==> src/rtl/bp_be_fflags_rob_pkg.sv <==
// Shared types for the FP exception-flag reorder buffer: flag bits, rounding
// modes, CSR update ops and the fcsr layout.
package bp_be_fflags_rob_pkg;

   localparam int fflags_width_gp = 5;
   localparam int frm_width_gp    = 3;

   typedef struct packed {
      logic nv;
      logic dz;
      logic of;
      logic uf;
      logic nx;
   } fflags_s;

   typedef enum logic [2:0] {
      e_rm_rne = 3'b000,
      e_rm_rtz = 3'b001,
      e_rm_rdn = 3'b010,
      e_rm_rup = 3'b011,
      e_rm_rmm = 3'b100,
      e_rm_dyn = 3'b111
   } rm_e;

   typedef enum logic [1:0] {
      e_csr_write = 2'b00,
      e_csr_set   = 2'b01,
      e_csr_clear = 2'b10,
      e_csr_rsvd  = 2'b11
   } csr_op_e;

   // frm is kept as raw bits so that reserved encodings are stored as written
   typedef struct packed {
      logic [frm_width_gp-1:0] frm;
      fflags_s                 fflags;
   } fcsr_s;

   function automatic logic rm_is_illegal(input logic [frm_width_gp-1:0] rm);
      return rm[2] & (rm[1] | rm[0]);
   endfunction

endpackage

==> src/rtl/bp_be_fflags_csr_op.sv <==
// Combinational CSR write/set/clear applier; the reserved op leaves the value
// untouched.
module bp_be_fflags_csr_op
   import bp_be_fflags_rob_pkg::*;
 #(parameter int width_p = 5)
  (input  logic               en_i,
   input  csr_op_e            op_i,
   input  logic [width_p-1:0] cur_i,
   input  logic [width_p-1:0] operand_i,
   output logic [width_p-1:0] res_o
   );

   always_comb begin
      res_o = cur_i;
      if (en_i) begin
         case (op_i)
            e_csr_write: res_o = operand_i;
            e_csr_set:   res_o = cur_i | operand_i;
            e_csr_clear: res_o = cur_i & ~operand_i;
            default:     res_o = cur_i;
         endcase
      end
   end

endmodule

==> src/rtl/bp_be_fflags_rob.sv <==
// In-order pending buffer of FP exception flags: out-of-order deposit by tag,
// sticky accumulation at commit, plus fcsr.frm storage and rm resolution.
module bp_be_fflags_rob
   import bp_be_fflags_rob_pkg::*;
 #(parameter int num_pipes_p = 2,
   parameter int els_p       = 4,
   parameter bit assert_en_p = 1'b1,
   localparam int tag_width_lp = $clog2(els_p)
   )
  (input  logic                                clk_i,
   input  logic                                reset_n_i,

   input  logic                                alloc_v_i,
   output logic                                alloc_ready_o,
   output logic [tag_width_lp-1:0]             alloc_tag_o,

   input  logic [num_pipes_p-1:0]              done_v_i,
   input  logic [num_pipes_p*tag_width_lp-1:0] done_tag_i,
   input  logic [num_pipes_p*5-1:0]            done_fflags_i,

   input  logic                                commit_v_i,
   output logic                                commit_ready_o,

   input  logic                                flush_i,

   input  logic                                csr_w_v_i,
   input  logic [1:0]                          csr_w_op_i,
   input  logic [4:0]                          csr_w_fflags_i,
   input  logic                                csr_w_frm_v_i,
   input  logic [2:0]                          csr_w_frm_i,

   output logic [4:0]                          fflags_o,
   output logic [2:0]                          frm_o,

   input  logic [2:0]                          instr_rm_i,
   output logic [2:0]                          rm_o,
   output logic                                rm_illegal_o
   );

   localparam int ptr_width_lp = tag_width_lp + 1;

   logic [els_p-1:0]        valid_q, valid_d;
   logic [els_p-1:0]        done_q, done_d;
   logic [els_p-1:0][4:0]   flags_q, flags_d;
   logic [ptr_width_lp-1:0] wptr_q, wptr_d;
   logic [ptr_width_lp-1:0] rptr_q, rptr_d;
   fcsr_s                   fcsr_q, fcsr_d;

   logic [tag_width_lp-1:0] head_idx, tail_idx;
   logic                    full, empty;
   logic                    alloc_fire, commit_fire;
   logic [4:0]              commit_flags;
   logic [4:0]              fflags_pre_csr;
   logic [4:0]              fflags_nxt;
   logic [2:0]              frm_nxt;

   assign head_idx = rptr_q[tag_width_lp-1:0];
   assign tail_idx = wptr_q[tag_width_lp-1:0];

   assign empty = (wptr_q == rptr_q);
   assign full  = (head_idx == tail_idx)
                & (wptr_q[tag_width_lp] != rptr_q[tag_width_lp]);

   assign alloc_ready_o  = ~full;
   assign alloc_tag_o    = tail_idx;
   assign commit_ready_o = valid_q[head_idx] & done_q[head_idx];

   assign alloc_fire  = alloc_v_i & alloc_ready_o & ~flush_i;
   assign commit_fire = commit_v_i & commit_ready_o;

   // Commit reads the registered head, so a same-cycle done on it is lost
   // along with the entry.
   always_comb begin
      valid_d = valid_q;
      done_d  = done_q;
      flags_d = flags_q;
      wptr_d  = wptr_q;
      rptr_d  = rptr_q;

      if (!flush_i) begin
         for (int p = 0; p < num_pipes_p; p++) begin
            if (done_v_i[p]
                && valid_q[done_tag_i[p*tag_width_lp +: tag_width_lp]]) begin
               done_d[done_tag_i[p*tag_width_lp +: tag_width_lp]]  = 1'b1;
               flags_d[done_tag_i[p*tag_width_lp +: tag_width_lp]] =
                  flags_d[done_tag_i[p*tag_width_lp +: tag_width_lp]]
                  | done_fflags_i[p*5 +: 5];
            end
         end
      end

      if (commit_fire) begin
         valid_d[head_idx] = 1'b0;
         done_d[head_idx]  = 1'b0;
         flags_d[head_idx] = '0;
         rptr_d            = rptr_q + ptr_width_lp'(1);
      end

      if (alloc_fire) begin
         valid_d[tail_idx] = 1'b1;
         done_d[tail_idx]  = 1'b0;
         flags_d[tail_idx] = '0;
         wptr_d            = wptr_q + ptr_width_lp'(1);
      end

      if (flush_i) begin
         valid_d = '0;
         done_d  = '0;
         wptr_d  = rptr_d;
      end
   end

   assign commit_flags   = commit_fire ? flags_q[head_idx] : 5'b0;
   assign fflags_pre_csr = fcsr_q.fflags | commit_flags;

   bp_be_fflags_csr_op
    #(.width_p(5))
    fflags_op
     (.en_i      (csr_w_v_i)
      ,.op_i     (csr_op_e'(csr_w_op_i))
      ,.cur_i    (fflags_pre_csr)
      ,.operand_i(csr_w_fflags_i)
      ,.res_o    (fflags_nxt)
      );

   bp_be_fflags_csr_op
    #(.width_p(3))
    frm_op
     (.en_i      (csr_w_v_i & csr_w_frm_v_i)
      ,.op_i     (csr_op_e'(csr_w_op_i))
      ,.cur_i    (fcsr_q.frm)
      ,.operand_i(csr_w_frm_i)
      ,.res_o    (frm_nxt)
      );

   always_comb begin
      fcsr_d        = fcsr_q;
      fcsr_d.fflags = fflags_nxt;
      fcsr_d.frm    = frm_nxt;
   end

   always_ff @(posedge clk_i or negedge reset_n_i) begin
      if (!reset_n_i) begin
         valid_q <= '0;
         done_q  <= '0;
         flags_q <= '0;
         wptr_q  <= '0;
         rptr_q  <= '0;
         fcsr_q  <= '0;
      end else begin
         valid_q <= valid_d;
         done_q  <= done_d;
         flags_q <= flags_d;
         wptr_q  <= wptr_d;
         rptr_q  <= rptr_d;
         fcsr_q  <= fcsr_d;
      end
   end

   assign fflags_o = fcsr_q.fflags;
   assign frm_o    = fcsr_q.frm;

   assign rm_o         = (instr_rm_i == e_rm_dyn) ? fcsr_q.frm : instr_rm_i;
   assign rm_illegal_o = rm_is_illegal(rm_o);

`ifndef SYNTHESIS
   always_ff @(posedge clk_i) begin
      if (assert_en_p && reset_n_i) begin
         assert (!(alloc_v_i && full))
            else $error("bp_be_fflags_rob: alloc while full");
         assert (!(commit_v_i && !commit_ready_o))
            else $error("bp_be_fflags_rob: commit without ready head");
         for (int p = 0; p < num_pipes_p; p++) begin
            assert (!(done_v_i[p]
                      && !valid_q[done_tag_i[p*tag_width_lp +: tag_width_lp]]))
               else $error("bp_be_fflags_rob: done to invalid entry, pipe %0d", p);
         end
         assert (!(empty && (valid_q != '0)))
            else $error("bp_be_fflags_rob: valid entry while empty");
      end
   end
`endif

endmodule

==> config.mk <==
export PLATFORM = sky130hd
export DESIGN_NAME = bp_be_fflags_rob
export DESIGN_NICKNAME = d
export VERILOG_FILES = /design/src/rtl/bp_be_fflags_rob_pkg.sv /design/src/rtl/bp_be_fflags_csr_op.sv /design/src/rtl/bp_be_fflags_rob.sv
export SDC_FILE = /design/constraint.sdc
export NUM_CORES = 1
export LEC_CHECK = 0
export BUFFER_PORTS_ARGS = -buffer_cell sky130_fd_sc_hd__buf_2
export CELL_PAD_IN_SITES_DETAIL_PLACEMENT = 0
export CELL_PAD_IN_SITES_GLOBAL_PLACEMENT = 1
export CORE_MARGIN = 4
export CORE_UTILIZATION = 30
export DETAILED_ROUTE_END_ITERATION = 10
export GPL_TIMING_DRIVEN = 0
export PLACE_DENSITY = 0.68
export SYNTH_ARGS = -nofsm -noshare
export SYNTH_HDL_FRONTEND = slang
export SYNTH_HIERARCHICAL = 1
export SYNTH_SLANG_ARGS = --single-unit
==> constraint.sdc <==
create_clock -name clk_i -period 3.73 [get_ports clk_i]
set_input_delay 0.746 -clock clk_i [delete_from_list [all_inputs] [get_ports clk_i]]
set_output_delay 0.746 -clock clk_i [all_outputs]
set_load 0.01 [all_outputs]
Word level (Yosys, flattened, before mapping)
Index checks and enable logic that the tools add are counted.
{ "totals": {"ff_bits": 42, "output_inout_bits": 16, "wordCells": 126} }
{ "classes": {"n_addsub": 2, "order_cmp": 8, "eq_ne": 5, "muxes": 56, "bitwise_logic": 31, "reduce_logical": 10} }
{ "op_table": {"columns": ["op", "n"], "rows": [
  ["20-bit 2-to-1 mux", 6],
  ["5-bit 2-to-1 mux", 9],
  ["20-bit AND", 2],
  ["20-bit bitwise mux", 2],
  ["5-bit demux with 2-bit select", 4],
  ["4-bit 2-to-1 mux", 10],
  ["20-bit NOT", 2],
  ["5-bit binary-select mux with 2-bit select", 3],
  ["5-bit OR", 4],
  ["5-bit case mux with 3 select lines", 1],
  ["4-bit AND", 3],
  ["2-bit by 3-bit less-than comparator with 1-bit output (second input constant)", 4],
  ["3-bit 2-to-1 mux", 4],
  ["4-bit OR", 3],
  ["3-bit case mux with 3 select lines", 1],
  ["1-bit binary-select mux with 2-bit select", 4],
  ["1-bit demux with 2-bit select", 4],
  ["2-bit by 1-bit greater-or-equal comparator with 1-bit output (second input constant)", 4],
  ["1-bit 2-to-1 mux", 8],
  ["4-bit NOT", 2],
  ["1-bit AND", 7],
  ["3-bit by 1-bit adder with 3-bit output (second input constant)", 2],
  ["1-bit logical AND", 6],
  ["5-bit AND", 1],
  ["other kinds (15)", 16]
]} }

Longest topological paths before layout
Gate-level depths: netlist (run 1).
{ "depth": {"ltp_word": 17, "ltp_mapped": 7} }

Cells and area by module
Netlist (run 1), hierarchy kept.
{ "modules_own_cells": {"columns": ["mod", "instances", "cells_each", "area_per_inst_um2", "seq_area_each_um2"], "rows": [
  ["bp_be_fflags_rob", 1, 265, 2693.8, 1051.0],
  ["bp_be_fflags_csr_op (fflags_op)", 1, 13, 95.1, 0.0],
  ["bp_be_fflags_csr_op (frm_op)", 1, 9, 67.6, 0.0]
]} }

Worst setup path after synthesis (run 1)
OpenSTA, ideal clock, no wires.
{ "synth_path": {"path_type": "input -> register", "start": "input port done_tag_i[1]", "end": "register flags_q[4] (netlist name)", "setup_ns": 0.127, "t_arrival_ns": 1.900, "setup_slack_ns": 1.703, "cell_stages": 5, "n_path_buf": 1, "path_cell_list": "clkbuf_1 > nor4bb_1 > o21ai_0 > a32oi_1 > a21boi_1"} }
{ "synth_lines": {"columns": ["element", "line", "source"], "rows": [
  ["start, declared", "bp_be_fflags_rob.sv:18", "input logic [num_pipes_p*tag_width_lp-1:0] done_tag_i,"],
  ["end signal, assigned", "bp_be_fflags_rob.sv:153", "flags_q <= flags_d;"],
  ["end, declared", "bp_be_fflags_rob.sv:44", "logic [els_p-1:0][4:0] flags_q, flags_d;"]
]} }

Final worst setup path (run 1)
{ "layout_path": {"start": "register rptr_q[0]", "end": "output port commit_ready_o"} }
{ "layout_between": {"elab_chain_len": 3} }
{ "layout_lines": {"columns": ["element", "line", "source"], "rows": [
  ["start, declared", "bp_be_fflags_rob.sv:46", "logic [ptr_width_lp-1:0] rptr_q, rptr_d;"],
  ["start signal, assigned", "bp_be_fflags_rob.sv:155", "rptr_q <= rptr_d;"],
  ["1-bit binary-select mux with 2-bit select", "bp_be_fflags_rob.sv:66", "assign commit_ready_o = valid_q[head_idx] & done_q[head_idx];"],
  ["1-bit 2-to-1 mux (not written as such)", "bp_be_fflags_rob.sv:66", null],
  ["1-bit AND (*)", "bp_be_fflags_rob.sv:66", null],
  ["end, declared", "bp_be_fflags_rob.sv:22", "output logic commit_ready_o,"]
]} }
Every way passes the cells marked *; elsewhere a longest branch is shown, timed or not. The select of a mux whose other input is x is not followed.

==> results of run 1 <==
-- flip-flops by register name, indices dropped and copies added (netlist names) --
name / cells
done_q: 4
wptr_q: 3
fflags_o: 5
rptr_q: 3
valid_q: 4
frm_o: 3
flags_q: 20
-- power by group --
group,total (mW),internal (mW),leakage (nW),switching [mW]
sequential,0.718,0.586,0.536,0.132
combinational,0.637,0.325,0.945,0.312
clock,0.303,0.133,0.0452,0.171
total,1.66,1.04,1.53,0.616
-- cell usage in the layout, fill, tap and decap left out, types with 4 or more instances in the layout --
| master | n |
|---|---|
| ha_1 | 8 |
| o21ai_0 | 19 |
| clkbuf_8 | 5 |
| a22o_1 | 8 |
| buf_2 | 52 |
| a22oi_1 | 4 |
| and4b_1 | 6 |
| o311a_1 | 4 |
| or3b_2 | 4 |
| a21o_1 | 5 |
| clkbuf_1 | 12 |
| xnor2_1 | 7 |
| a21oi_1 | 19 |
| nor2_1 | 7 |
| nand3_1 | 6 |
| o21ai_1 | 6 |
| nand2_1 | 27 |
| inv_1 | 13 |
| o21a_1 | 18 |
| dfrtp_1 | 42 |
| nor3_1 | 4 |
| mux4_2 | 5 |
-- final cells by class --
cell class / count / share of cell area, %
buffer: 18 / 2.61
clock buffer: 6 / 2.16
clock inverter: 2 / 0.410
inverter: 13 / 1.45
multi-input combinational: 214 / 49.7
sequential: 42 / 31.3
tap: 129 / 4.80
timing repair buffer: 51 / 7.60
-- worst max-delay path by stage --
stage / startpoint / end / slack [ps] / cells past startpoint
2_1_floorplan: done_tag_i[1] / flags_q[4] / 1700 / 5
3_3_place_gp: done_tag_i[1] / flags_q[4] / 1040 / 6
3_5_place_dp: done_tag_i[1] / flags_q[4] / 1100 / 6
4_1_cts: rptr_q[0] / commit_ready_o / 1130 / 5
5_1_grt: rptr_q[0] / commit_ready_o / 990 / 5
6_report: rptr_q[0] / commit_ready_o / 1130 / 5
-- routing by layer --
metal / up-vias / track usage, % / wire length [um]
met1: 1236 / 22.5 / 3770
li1: 1198 / - / -
met3: 12 / 2.14 / 510
met5: - / 0 / 0
met2: 78 / 25.3 / 4030
met4: 0 / 4.16 / 120
-- logic make-up (layout without fill, tap and decap cells) --
kind of cell	after synthesis	in the layout	synth area share, %
AO/OA/AOI/OAI	108	108	29.2
adder cells (fa/ha/maj)	8	8	3.50
AND/OR/NAND/NOR	77	77	16.5
multiplexers	11	11	6.18
XOR/XNOR	10	10	3.07
buffers and inverters	31	90	4.77
flip-flops	42	42	36.8
-- worst max-delay path, delay by kind of cell, from the launching register on --
kind / cells / cell delay, ps
buffers and inverters: 3 / 570
AO/OA/AOI/OAI: 1 / 400
AND/OR/NAND/NOR: 1 / 90
flip-flops: 1 / 490
-- through the flow --
| stage | utilization (%) | std cells | area (sq um) | hold slack (ps) |
|---|---|---|---|---|
| after floorplan | - | 287 | 2860 | 450 |
| after global placement | 35.4 | 467 | 3270 | 471 |
| after detailed placement | 35.4 | 467 | 3270 | 481 |
| after CTS | 36.4 | 475 | 3360 | 502 |
| after global routing | 36.4 | 475 | 3360 | 520 |
| final | 36.4 | 475 | 3360 | 496 |
==> run metrics, run 1 <==
run status completed; Min-Delay Path Class register to register; H-Tree Depth 2; width of the chip 106 um; MaxCap Viol Count 0; post-synthesis sequential area ratio 36.8%; Die Height 106 um; CTS Sinks 42; Final Hold Viols 0; CP peak stage delay between 400 and 500 ps; port bufs between 50 and 60; #FFs+latches synth 42; Die Footprint 11,100 sq um; CTS tree yes; Starting Density 30.9%; WL per Instance 17.7 um; post-CTS resize count 0; TritonRoute pass-1 iters 4; mapped cell area 2860 sq um; EDFF count, synth 0; WHS Path Cells 1; fmax 385 MHz; final WL 8430 um; core area slightly above 9000 sq um; most frequent cell after synthesis dfrtp_1; syn_nets 331; unrepaired setup endpoints after global routing no; R2R Path End wptr_q[1]; Worst-path clk slew ~90 ps; DRT iter0 DRCs 164; worst vdd ir between 0.00015 and 0.0002 V; Setup TNS 0 ps; HP Start flags_q[3]; Post-Syn Instances 287; Via density 5.31; Num CTS Buffers 5; critical path, cell by cell buf_4, inv_1, a311oi_1, nor2_1, buf_2; Syn-to-layout area delta 17.6%; Worst EP required 2980 ps; IO Count 52; final setup margin 1130 ps; hold endpoint flags_q[3]; DR vias 2,524; critical path arrival 1850 ps; first-pass GRT wire length 14,000 um; hpwl dp 6130 um; Overall Global Routing Usage 15.8%; RR Startpoint rptr_q[1]; Synthesis Warnings 6; ranking of synthesized cells by area dfrtp_1, o21a_1, mux4_2, nand2_1, ha_1; Setup crit end kind primary output; worst-skew pair later-pin latency roughly 300 ps; vias in the first global route 2,614; Lkg Pwr 1.53 nW; CTS root buf clkbuf_8; Max-slew headroom 32.0%; Worst R2R Setup Slack 1660 ps; Critical Path Fanout Max 10; crit path time final 2600 ps; Pwr per Cell Area between 400 and 500 nW/um^2; DRC violations left 0; Synth top area share between 30% and 40%; Setup Slack @ Placement 1100 ps; Setup Crit Path Kind register to primary output; CTS max path bufs 2; total congestion overflow 0; Startpoint Class register; hold_buf cts 0; # rows 35; endpoints failing setup 0; post-synth top area cell dfrtp_1; fillcell total 965; Post-synth top cells dfrtp_1, nand2_1, a21oi_1, o21ai_0, o21a_1; initial antenna violation count 0; Worst Reg2Reg Path Length in Cells 5; largest net degree at the start of global routing 43; Slew @ Worst Pin between 1000 and 1500 ps; antenna viol nets, final 0; Async SR Flop Fraction 100%; Final Max Slew Viols 0; Synth cell types 57; slowest cell on the critical path dfrtp_1; Worst Skew 11.2 ps; nets@finish just under 400; register area 1050 sq um; crit share post-route 69.7%; Tot Pwr about 1.7 mW; Main synth FF type dfrtp_1; postcts setup bufs 0; Placer Congestion 0.826; Antenna Diode Count 0; fraction of layout cells with a size suffix above 1 24.9%; post-synthesis average cell area 9.95 sq um; Multi-input gate area 1670 sq um
(Power assumes the default switching activity.)
==> inputs of run 2 (changes only) <==
--- a/config.mk
+++ b/config.mk
@@ -5,6 +5,7 @@
 export SDC_FILE = /design/constraint.sdc
 export NUM_CORES = 1
 export LEC_CHECK = 0
+export ABC_AREA = 1
 export BUFFER_PORTS_ARGS = -buffer_cell sky130_fd_sc_hd__buf_2
 export CELL_PAD_IN_SITES_DETAIL_PLACEMENT = 0
 export CELL_PAD_IN_SITES_GLOBAL_PLACEMENT = 1
@@ -12,7 +13,7 @@
 export CORE_UTILIZATION = 30
 export DETAILED_ROUTE_END_ITERATION = 10
 export GPL_TIMING_DRIVEN = 0
-export PLACE_DENSITY = 0.68
+export PLACE_DENSITY = 0.71
 export SYNTH_ARGS = -nofsm -noshare
 export SYNTH_HDL_FRONTEND = slang
 export SYNTH_HIERARCHICAL = 1
==> constraint.sdc (replaced) <==
create_clock -name clk_i -period 2.5 [get_ports clk_i]
set_input_delay 0.5 -clock clk_i [delete_from_list [all_inputs] [get_ports clk_i]]
set_output_delay 0.5 -clock clk_i [all_outputs]
set_load 0.01 [all_outputs]
==> run 2 against run 1 <==
Combinational power grew to 3.0 times the previous value. Die area grew 21%. Area after synthesis grew 23%. Non-clock buffer count shrank 5. Clock-buffer cell count is the same. Wire length grew 34%. Critical endpoint is now flags_q[19]. Largest power group is now combinational cells. Highest routed layer unchanged.
==> run metrics, run 2 <==
run status completed; postcts setup bufs 0; TritonRoute pass-1 iters 7; Post-Syn Instances approximately 530; slowest cell on the critical path nor2_1; worst-skew pair later-pin latency a little under 300 ps; unrepaired setup endpoints after global routing no; Placer Congestion 0.956; Biggest register flags_q; mapped cell area 3500 sq um; width of the chip 116 um; Overall Global Routing Usage around 18%; #FFs+latches synth 42; largest net degree at the start of global routing 43; Post-synth top cells nand2_1, inv_1, nand3_1, dfrtp_1, a21oi_1; Synthesis Warnings 6; most frequent cell after synthesis nand2_1; critical path arrival 2300 ps; Antenna Diode Count 0; Die Footprint between 10,000 and 15,000 sq um; DR vias 3,581; Worst Skew 3.82 ps; Main synth FF type dfrtp_1; CTS tree yes; Synth top area share 30.0%; design area 4090 sq um; ranking of synthesized cells by area dfrtp_1, nand2_1, nand3_1, inv_1, a21oi_1; IO Count 52; R2R Path End flags_q[19]; initial antenna violation count 0; post-synthesis sequential area ratio 30.0%; Final Hold Viols 0; RR Startpoint valid_q[1]; Pwr per Cell Area 959 nW/um^2; core area 11,400 sq um; critical path, cell by cell buf_2, nor2_1, a22oi_1, nand3_1, nand2_1, nor2_1, buf_2, o21ai_1, a21oi_1, nor2_1; placed cell area ~4000 sq um; Starting Density 30.6%; nets@finish 633; Setup TNS 0 ps; Startpoint Class input pin; Max-slew headroom 32.3%; endpoints failing setup 0; antenna viol nets, final 0; worst vdd ir roughly 0.00034 V; fillcell total 1,281; Synth cell types 41; vias in the first global route 3,451; Critical Path Fanout Max 10; post-synth top area cell dfrtp_1; H-Tree Depth 2; WL per Instance 15.4 um; first-pass GRT wire length 18,300 um; fmax 470 MHz; Syn-to-layout area delta 16.7%; fraction of layout cells with a size suffix above 1 22.5%; Min-Delay Path Class input pin to async pin; Die Height 116 um; CTS max path bufs 2; Worst Reg2Reg Path Length in Cells 11; Worst-path clk slew 60 ps; post-CTS resize count 0; most common cell after layout, fill and taps aside nand2_1; Via density around 4.9; final WL 11,300 um; Worst EP required 2670 ps; Multi-input gate area between 2000 and 2500 sq um; hold_buf cts 0; Setup Crit Path Kind input pin to register; hpwl dp 8990 um; CP peak stage delay 450 ps; total congestion overflow 0; post-synthesis average cell area roughly 6.6 sq um; Layout Utilization 35.8%; CTS Sinks 42; CTS root buf clkbuf_16; Setup crit end kind register; Largest register FFs 20; Worst R2R Setup Slack 570 ps; DRT iter0 DRCs between 200 and 300; crit path time final 2130 ps; DRC violations left 0; Num CTS Buffers 5; crit share post-route ~85%; Async SR Flop Fraction 100%; register area about 1100 sq um; EDFF count, synth 0; CP dominant cell by count nor2_1; Slew @ Worst Pin 1020 ps; Final Max Slew Viols 0; syn_nets 575; MaxCap Viol Count 0; # rows 39; port bufs 51; Lkg Pwr approximately 2.2 nW; most frequent cells in the layout nand2_1, inv_1, buf_2, nand3_1, dfrtp_1
## run 2: changes by cell type in the layout (fill, tap and decap cells not counted), sizes merged, moves of 7 or more
cell,previous run,this run
nand2,28,188
inv,13,82
nand3,6,51
nor2,7,31
o21ai,25,48
o21a,18,1
a21oi,19,30
a22o,8,0
clkbuf,17,10
## run 2: where the power goes
group	switching, mW	internal (mW)	leakage [nW]	total (mW)
Clock	0.291	0.396	0.0729	0.688
Combinational	1.15	0.738	1.66	1.88
Sequential	0.389	0.958	0.513	1.35
## run 2: critical path: cells and delay by family
kind	cells	cell delay, ps
buffers and inverters	2	360
and+or+nand+nor	5	960
AOI/OAI and AO/OA	3	460
## run 2: final cells by class
cell class | instances | area share (%)
clock inverter | 2 | 0.306
tap | 143 | 4.38
timing repair buffer | 51 | 6.25
buffer | 13 | 2.11
clock buffer | 6 | 3.40
multi-input combinational | 392 | 50.0
sequential | 42 | 25.7
inverter | 84 | 7.84
## run 2: metrics by stage
stage | power (mW) | instances | hold WS (ps) | setup WS [ps]
after floorplan | 2.61 | 531 | 204 | 797
after CTS | 3.93 | 733 | 428 | 401
final | 3.92 | 733 | 384 | 374
after global placement | 3.20 | 725 | 494 | 146
after global routing | 4.28 | 733 | 440 | 289
after detailed placement | 3.23 | 725 | 489 | 155
## run 2: worst max-delay path by stage
stage | cells past startpoint | slack, ps | from | endpoint
after floorplan | 11 | 800 | done_tag_i[1] | flags_q[2]
after global placement | 9 | 150 | done_tag_i[2] | flags_q[13]
after detailed placement | 10 | 150 | done_tag_i[2] | flags_q[19]
after CTS | 5 | 400 | rptr_q[1] | commit_ready_o
after global routing | 10 | 290 | done_tag_i[2] | flags_q[19]
final | 10 | 370 | done_tag_i[2] | flags_q[19]
## run 2: kinds of logic after synthesis
group                      after synthesis  share of synthesized area, %
buffers and inverters                   97                          11.6
DFF                                     42                          30.0
xor gates and xnor gates                 5                          1.25
AOI/OAI and AO/OA                       96                          16.6
adders and majority gates                8                          2.86
and+or+nand+nor                        283                          37.6
## run 2: per-layer routing
layer	global-route usage (%)	share of wire, %
met1	25.8	47
met2	26.7	44
met3	3.34	7.3
met4	4.33	1.4
met5	0	0
